[src/rtl/iram_loader.sv]
// Byte-stream program loader: parses A5-framed bytes into 16-bit IRAM writes,
// holds the core in reset while loading and closes each frame with an XOR checksum.
module iram_loader #(
    parameter int unsigned WIDTH          = 16,
    parameter int unsigned IRAM_ADDR_BITS = 8,
    parameter int unsigned TIMEOUT_CYCLES = 1000000
) (
    input  logic                      clk,
    input  logic                      rst,
    input  logic [7:0]                rx_data,
    input  logic                      rx_valid,
    output logic [IRAM_ADDR_BITS-1:0] iram_wa,
    output logic                      iram_wen,
    output logic [WIDTH-1:0]          iram_din,
    output logic                      load_busy,
    output logic                      done,
    output logic                      err,
    output logic                      err_flag
);

    localparam int unsigned TMO_W  = $clog2(TIMEOUT_CYCLES) + 1;
    localparam logic [7:0]  HEADER = 8'hA5;

    typedef enum logic [2:0] {
        S_IDLE,
        S_ADDR,
        S_COUNT,
        S_LO,
        S_HI,
        S_CSUM
    } state_e;

    state_e                    state_q, state_d;
    logic [IRAM_ADDR_BITS-1:0] addr_q, addr_d;
    logic                      wen_q, wen_d;
    logic [WIDTH-1:0]          din_q, din_d;
    logic                      busy_q, busy_d;
    logic                      done_q, done_d;
    logic                      err_q, err_d;
    logic                      flag_q, flag_d;
    logic [7:0]                acc_q, acc_d;
    logic [7:0]                cnt_q, cnt_d;
    logic [7:0]                lo_q, lo_d;
    logic [TMO_W-1:0]          tmo_q, tmo_d;
    logic                      timeout_c;

    // Terminal count; a byte arriving on the same cycle takes precedence.
    assign timeout_c = (state_q != S_IDLE) && !rx_valid
                       && (tmo_q >= TMO_W'(TIMEOUT_CYCLES - 2));

    // Next-state and output logic.
    always_comb begin
        state_d = state_q;
        addr_d  = addr_q;
        wen_d   = 1'b0;
        din_d   = din_q;
        busy_d  = busy_q;
        done_d  = 1'b0;
        err_d   = 1'b0;
        flag_d  = flag_q;
        acc_d   = acc_q;
        cnt_d   = cnt_q;
        lo_d    = lo_q;
        tmo_d   = tmo_q;

        // Address advances the cycle after the write so wa is stable with wen.
        if (wen_q) begin
            addr_d = addr_q + IRAM_ADDR_BITS'(1);
        end

        // tmo_q holds cycles elapsed since the last byte; first cycle after a byte is 1.
        if (state_q != S_IDLE) begin
            tmo_d = rx_valid ? TMO_W'(1) : tmo_q + TMO_W'(1);
        end

        case (state_q)
            S_IDLE: begin
                if (rx_valid && rx_data == HEADER) begin
                    state_d = S_ADDR;
                    busy_d  = 1'b1;
                    flag_d  = 1'b0;
                    acc_d   = 8'h00;
                end
            end
            S_ADDR: begin
                if (rx_valid) begin
                    addr_d  = rx_data[IRAM_ADDR_BITS-1:0];
                    acc_d   = acc_q ^ rx_data;
                    state_d = S_COUNT;
                end
            end
            S_COUNT: begin
                if (rx_valid) begin
                    cnt_d   = rx_data;
                    acc_d   = acc_q ^ rx_data;
                    state_d = (rx_data == 8'h00) ? S_CSUM : S_LO;
                end
            end
            S_LO: begin
                if (rx_valid) begin
                    lo_d    = rx_data;
                    acc_d   = acc_q ^ rx_data;
                    state_d = S_HI;
                end
            end
            S_HI: begin
                if (rx_valid) begin
                    wen_d   = 1'b1;
                    din_d   = WIDTH'({rx_data, lo_q});
                    acc_d   = acc_q ^ rx_data;
                    cnt_d   = cnt_q - 8'd1;
                    state_d = (cnt_q == 8'd1) ? S_CSUM : S_LO;
                end
            end
            S_CSUM: begin
                if (rx_valid) begin
                    if (rx_data == acc_q) begin
                        done_d = 1'b1;
                    end else begin
                        err_d  = 1'b1;
                        flag_d = 1'b1;
                    end
                    busy_d  = 1'b0;
                    state_d = S_IDLE;
                end
            end
            default: begin
                state_d = S_IDLE;
                busy_d  = 1'b0;
            end
        endcase

        if (timeout_c) begin
            state_d = S_IDLE;
            busy_d  = 1'b0;
            err_d   = 1'b1;
            flag_d  = 1'b1;
        end

        if (state_d == S_IDLE) begin
            tmo_d = '0;
        end
    end

    always_ff @(posedge clk) begin
        if (rst) begin
            state_q <= S_IDLE;
            addr_q  <= '0;
            wen_q   <= 1'b0;
            din_q   <= '0;
            busy_q  <= 1'b0;
            done_q  <= 1'b0;
            err_q   <= 1'b0;
            flag_q  <= 1'b0;
            acc_q   <= 8'h00;
            cnt_q   <= 8'h00;
            lo_q    <= 8'h00;
            tmo_q   <= '0;
        end else begin
            state_q <= state_d;
            addr_q  <= addr_d;
            wen_q   <= wen_d;
            din_q   <= din_d;
            busy_q  <= busy_d;
            done_q  <= done_d;
            err_q   <= err_d;
            flag_q  <= flag_d;
            acc_q   <= acc_d;
            cnt_q   <= cnt_d;
            lo_q    <= lo_d;
            tmo_q   <= tmo_d;
        end
    end

    assign iram_wa   = addr_q;
    assign iram_wen  = wen_q;
    assign iram_din  = din_q;
    assign load_busy = busy_q;
    assign done      = done_q;
    assign err       = err_q;
    assign err_flag  = flag_q;

endmodule

[config.mk]
export PLATFORM = sky130hd
export DESIGN_NAME = iram_loader
export DESIGN_NICKNAME = d
export VERILOG_FILES = /design/src/rtl/iram_loader.sv
export SDC_FILE = /design/constraint.sdc
export NUM_CORES = 1
export LEC_CHECK = 0
export CORE_MARGIN = 1.5
export CORE_UTILIZATION = 43
export DETAILED_ROUTE_END_ITERATION = 6
export HOLD_SLACK_MARGIN = 0.15
export SLEW_MARGIN = 20
export SYNTH_ARGS = -nofsm -noshare
export SYNTH_HDL_FRONTEND = slang
export SYNTH_SLANG_ARGS = --single-unit
[constraint.sdc]
create_clock -name clk -period 4.4 [get_ports clk]
set_input_delay 1.1 -clock clk [delete_from_list [all_inputs] [get_ports clk]]
set_output_delay 1.1 -clock clk [all_outputs]
set_load 0.03 [all_outputs]
==> impl_metrics.tcl <==
set metrics [dict create \
    yosysWarnings 0 \
    path_buf_inv 1 \
    pwr-share-comb_pct 9.9 \
    pwr-share-seq_pct 49.7 \
    worst_pin_slew_ps 806 \
    ys_async_sr_fraction_pct 0 \
    rsz0062_at_grt "no" \
    clock_skew_ps 11.6 \
    p_leak_uw 0.00150 \
    outcome "finished, final reports clean" \
    start_util_pct 45.1 \
    cp_slowest_cell "clkdlybuf4s50_1" \
    gr-total-overflow 0 \
    switchingPower_uw 407 \
    crit_fanout 18 \
    nets 545 \
    min_path_cells 2 \
    cts_tree "yes" \
    insertion_delay_ps 360 \
    cap_violations 0 \
    cts_resized 0 \
    report.final.slew_viol_count 0 \
    portBuffers 39 \
    grt_pass1_wl_um 17000 \
    synthCells 506 \
    critical_path.max_stage_delay_ps 630 \
    max-clock-path-buffers 2 \
    post_dp_cell_area_mm2 0.00442 \
    die_y_um 99.3 \
    cts_made_buffers 9 \
    antenna_found_initial 0 \
    cts_root_buffer "clkbuf_8" \
    min_to "iram_din[1]$_SDFFE_PP0P_" \
    hold_viol 0 \
    reg2reg_slack_ps 2110 \
    ys_types 62 \
    routedWlPerCell_um 15.6 \
    rows 34 \
    drc 0 \
    syn_area_mm2 0.00399 \
    synth_fp_nets 522 \
    avgSynthCellArea_um2 7.89 \
    firstDrtPassIters 4 \
    clock_sinks 77 \
    layout_min_cycle_time_ps 2990 \
    htreeDepth 3 \
    ys.flop_type "dfxtp_1" \
    grt_max_degree 65 \
    grt_pass1_vias 3322 \
    hold_buffers 0 \
    final_cell_mix "dfxtp_1 (77), nand2_1 (73), a21oi_1 (54)" \
    slew_headroom_pct 46.2 \
    hp-class "reg2reg" \
    endpoint_kind "flop" \
    tns_ps 0 \
    chipWidth_um 99.3 \
    wirelength_um 9990 \
    path_cells "clkdlybuf4s50_1 > nor4_4 > nand3_1 > a21oi_1 > nand3_2 > a311oi_1" \
    ys_seq_area_share_pct 38.6 \
    fin_area_mm2 0.00463 \
    grt_use_total_pct 21.3 \
    drt_first_iter_violations 229 \
    die_area_mm2 0.00987 \
    post-dp-hpwl_um 6550 \
    critPathRequiredTime_ps 4670 \
    crit_path_start_kind "input port" \
    power.internal_uw 1040 \
    reg2reg_depth 4 \
    min_from "lo_q[1]$_SDFFE_PP0P_" \
    fmax_mhz 334 \
    drive_above_1_share_pct 7.30 \
    synth-seq-cells 77 \
    worstPathArrival_ps 3260 \
    diodes 0 \
    r2r_start "state_q[0]$_SDFF_PP0_" \
    design.core.area_mm2 0.00885 \
    path_delay_family "simple AND/OR/NAND/NOR gates" \
    critical_path_class "in2reg" \
    cts_setup_buffers 0 \
    p_per_area_mw_per_mm2 312 \
    vias 3675 \
    final_common_cell "dfxtp_1" \
    swShare_pct 28.2 \
    clkTransAtPathRegs_ps 90 \
    vias_per_cell 5.72 \
    clockPowerShare_pct 40.4 \
    max-vdd-ir-drop_uv 180 \
    ant_nets 0 \
    r2r-end "tmo_q[5]$_SDFFE_PP0N_" \
    io_pins 40 \
    gp_congestion 0.833 \
    synth_edf_count 0 \
    area_growth_pct 16.1 \
    setup_viol 0 \
    finalCritPeriodShare_pct 68.0 \
]
-- synthesized netlist by cell type, drive strengths merged (2+ instances only) --
library cell  count  area share, %
nor3             18            2.9
xnor2             5            1.1
and2              2           0.31
nor4              5            1.2
nor3b             2           0.38
o311a             8            2.0
or3b              2           0.44
o21ai            21            2.6
and4              2           0.44
nor2             40            3.8
nand3b            9            1.7
inv              14            1.3
nand2            73            6.9
buf              16            2.3
dfxtp            77             39
a311oi            2           0.44
nand4            11            1.7
o211ai            3           0.69
xor2             13            2.9
or3              10            1.6
o32ai             8            1.8
ha                5            1.6
nor2b             7            1.1
a211oi           14            2.6
o21a              4           0.75
a31oi             8            1.3
nand4b            2           0.44
a22oi             5           0.94
nand2b            4           0.63
clkbuf           23            2.2
a21oi            54            6.8
nand3            19            2.5
o31ai             2           0.38
-- worst min-delay path, delay by kind of cell, from the launching register on --
family,cells,cell delay [ps]
DFF,1,320
and+or+nand+nor,1,50
AOI/OAI and AO/OA,1,50
-- final cells by class --
cell class                      count  area (um2)
Multi-Input combinational cell    376        2220
Fill cell                         903        4220
Timing Repair Buffer               51         475
Tap cell                          108         135
Clock inverter                      7        88.8
Inverter                           14        52.6
Clock buffer                        9         124
Sequential cell                    77        1540
-- flip-flops by register name (all words and copies together), names as in the netlist --
register and cells:
tmo_q 21, iram_din 16, load_busy 1, done 1
err_flag 1, acc_q 8, iram_wen 1, iram_wa 8
state_q 3, err 1, lo_q 8, cnt_q 8
-- how the worst max path moves through the flow --
stage / slack, ps / to / from / cells after the start
floorplan: 2000 / tmo_q[5]$_SDFFE_PP0N_ / rx_data[1] / 7
global placement: 1100 / tmo_q[0]$_SDFFE_PP0N_ / rx_data[1] / 6
detailed placement: 1060 / tmo_q[16]$_SDFFE_PP0N_ / rx_data[1] / 6
CTS: 1440 / tmo_q[16]$_SDFFE_PP0N_ / rx_data[1] / 6
global route: 1250 / tmo_q[16]$_SDFFE_PP0N_ / rx_data[1] / 6
finish: 1410 / tmo_q[16]$_SDFFE_PP0N_ / rx_data[1] / 6
-- layer usage --
layer,vias to the layer above,part of all wire (%),routed length (um),GRT usage (%)
met3,8,5.5,548,4.15
met5,-,0,0,0
met2,98,42,4250,30.1
met4,0,0.95,95,5.31
li1,1867,-,-,-
met1,1702,51,5100,33.1
-- through the flow --
stage / std cells / setup WS, ps / util (%) / total power [uW] / hold WS (ps)
floorplan: 506 / 2000 / - / 832 / 432
global placement: 626 / 1100 / 50.0 / 876 / 443
detailed placement: 626 / 1060 / 50.0 / 877 / 447
CTS: 642 / 1440 / 52.4 / 1460 / 458
global route: 642 / 1250 / 52.4 / 1510 / 477
finish: 642 / 1410 / 52.4 / 1450 / 455
-- cell families after synthesis --
kind of cell | share of synthesized area, %
AND/OR/NAND/NOR | 26.9
AO/OA/AOI/OAI | 22.8
flip-flops | 38.6
buffers and inverters | 5.83
XOR/XNOR | 3.95
adder cells (fa/ha/maj) | 1.57
multiplexers | 0.251
-- power groups by stage --
stage / sequential [uW] / combinational, uW / clock (uW)
floorplan: 737 / 94.7 / 0
global placement: 735 / 141 / 0
detailed placement: 735 / 142 / 0
CTS: 719 / 143 / 600
global route: 721 / 158 / 629
finish: 719 / 143 / 584
(Power assumes the default switching activity.)
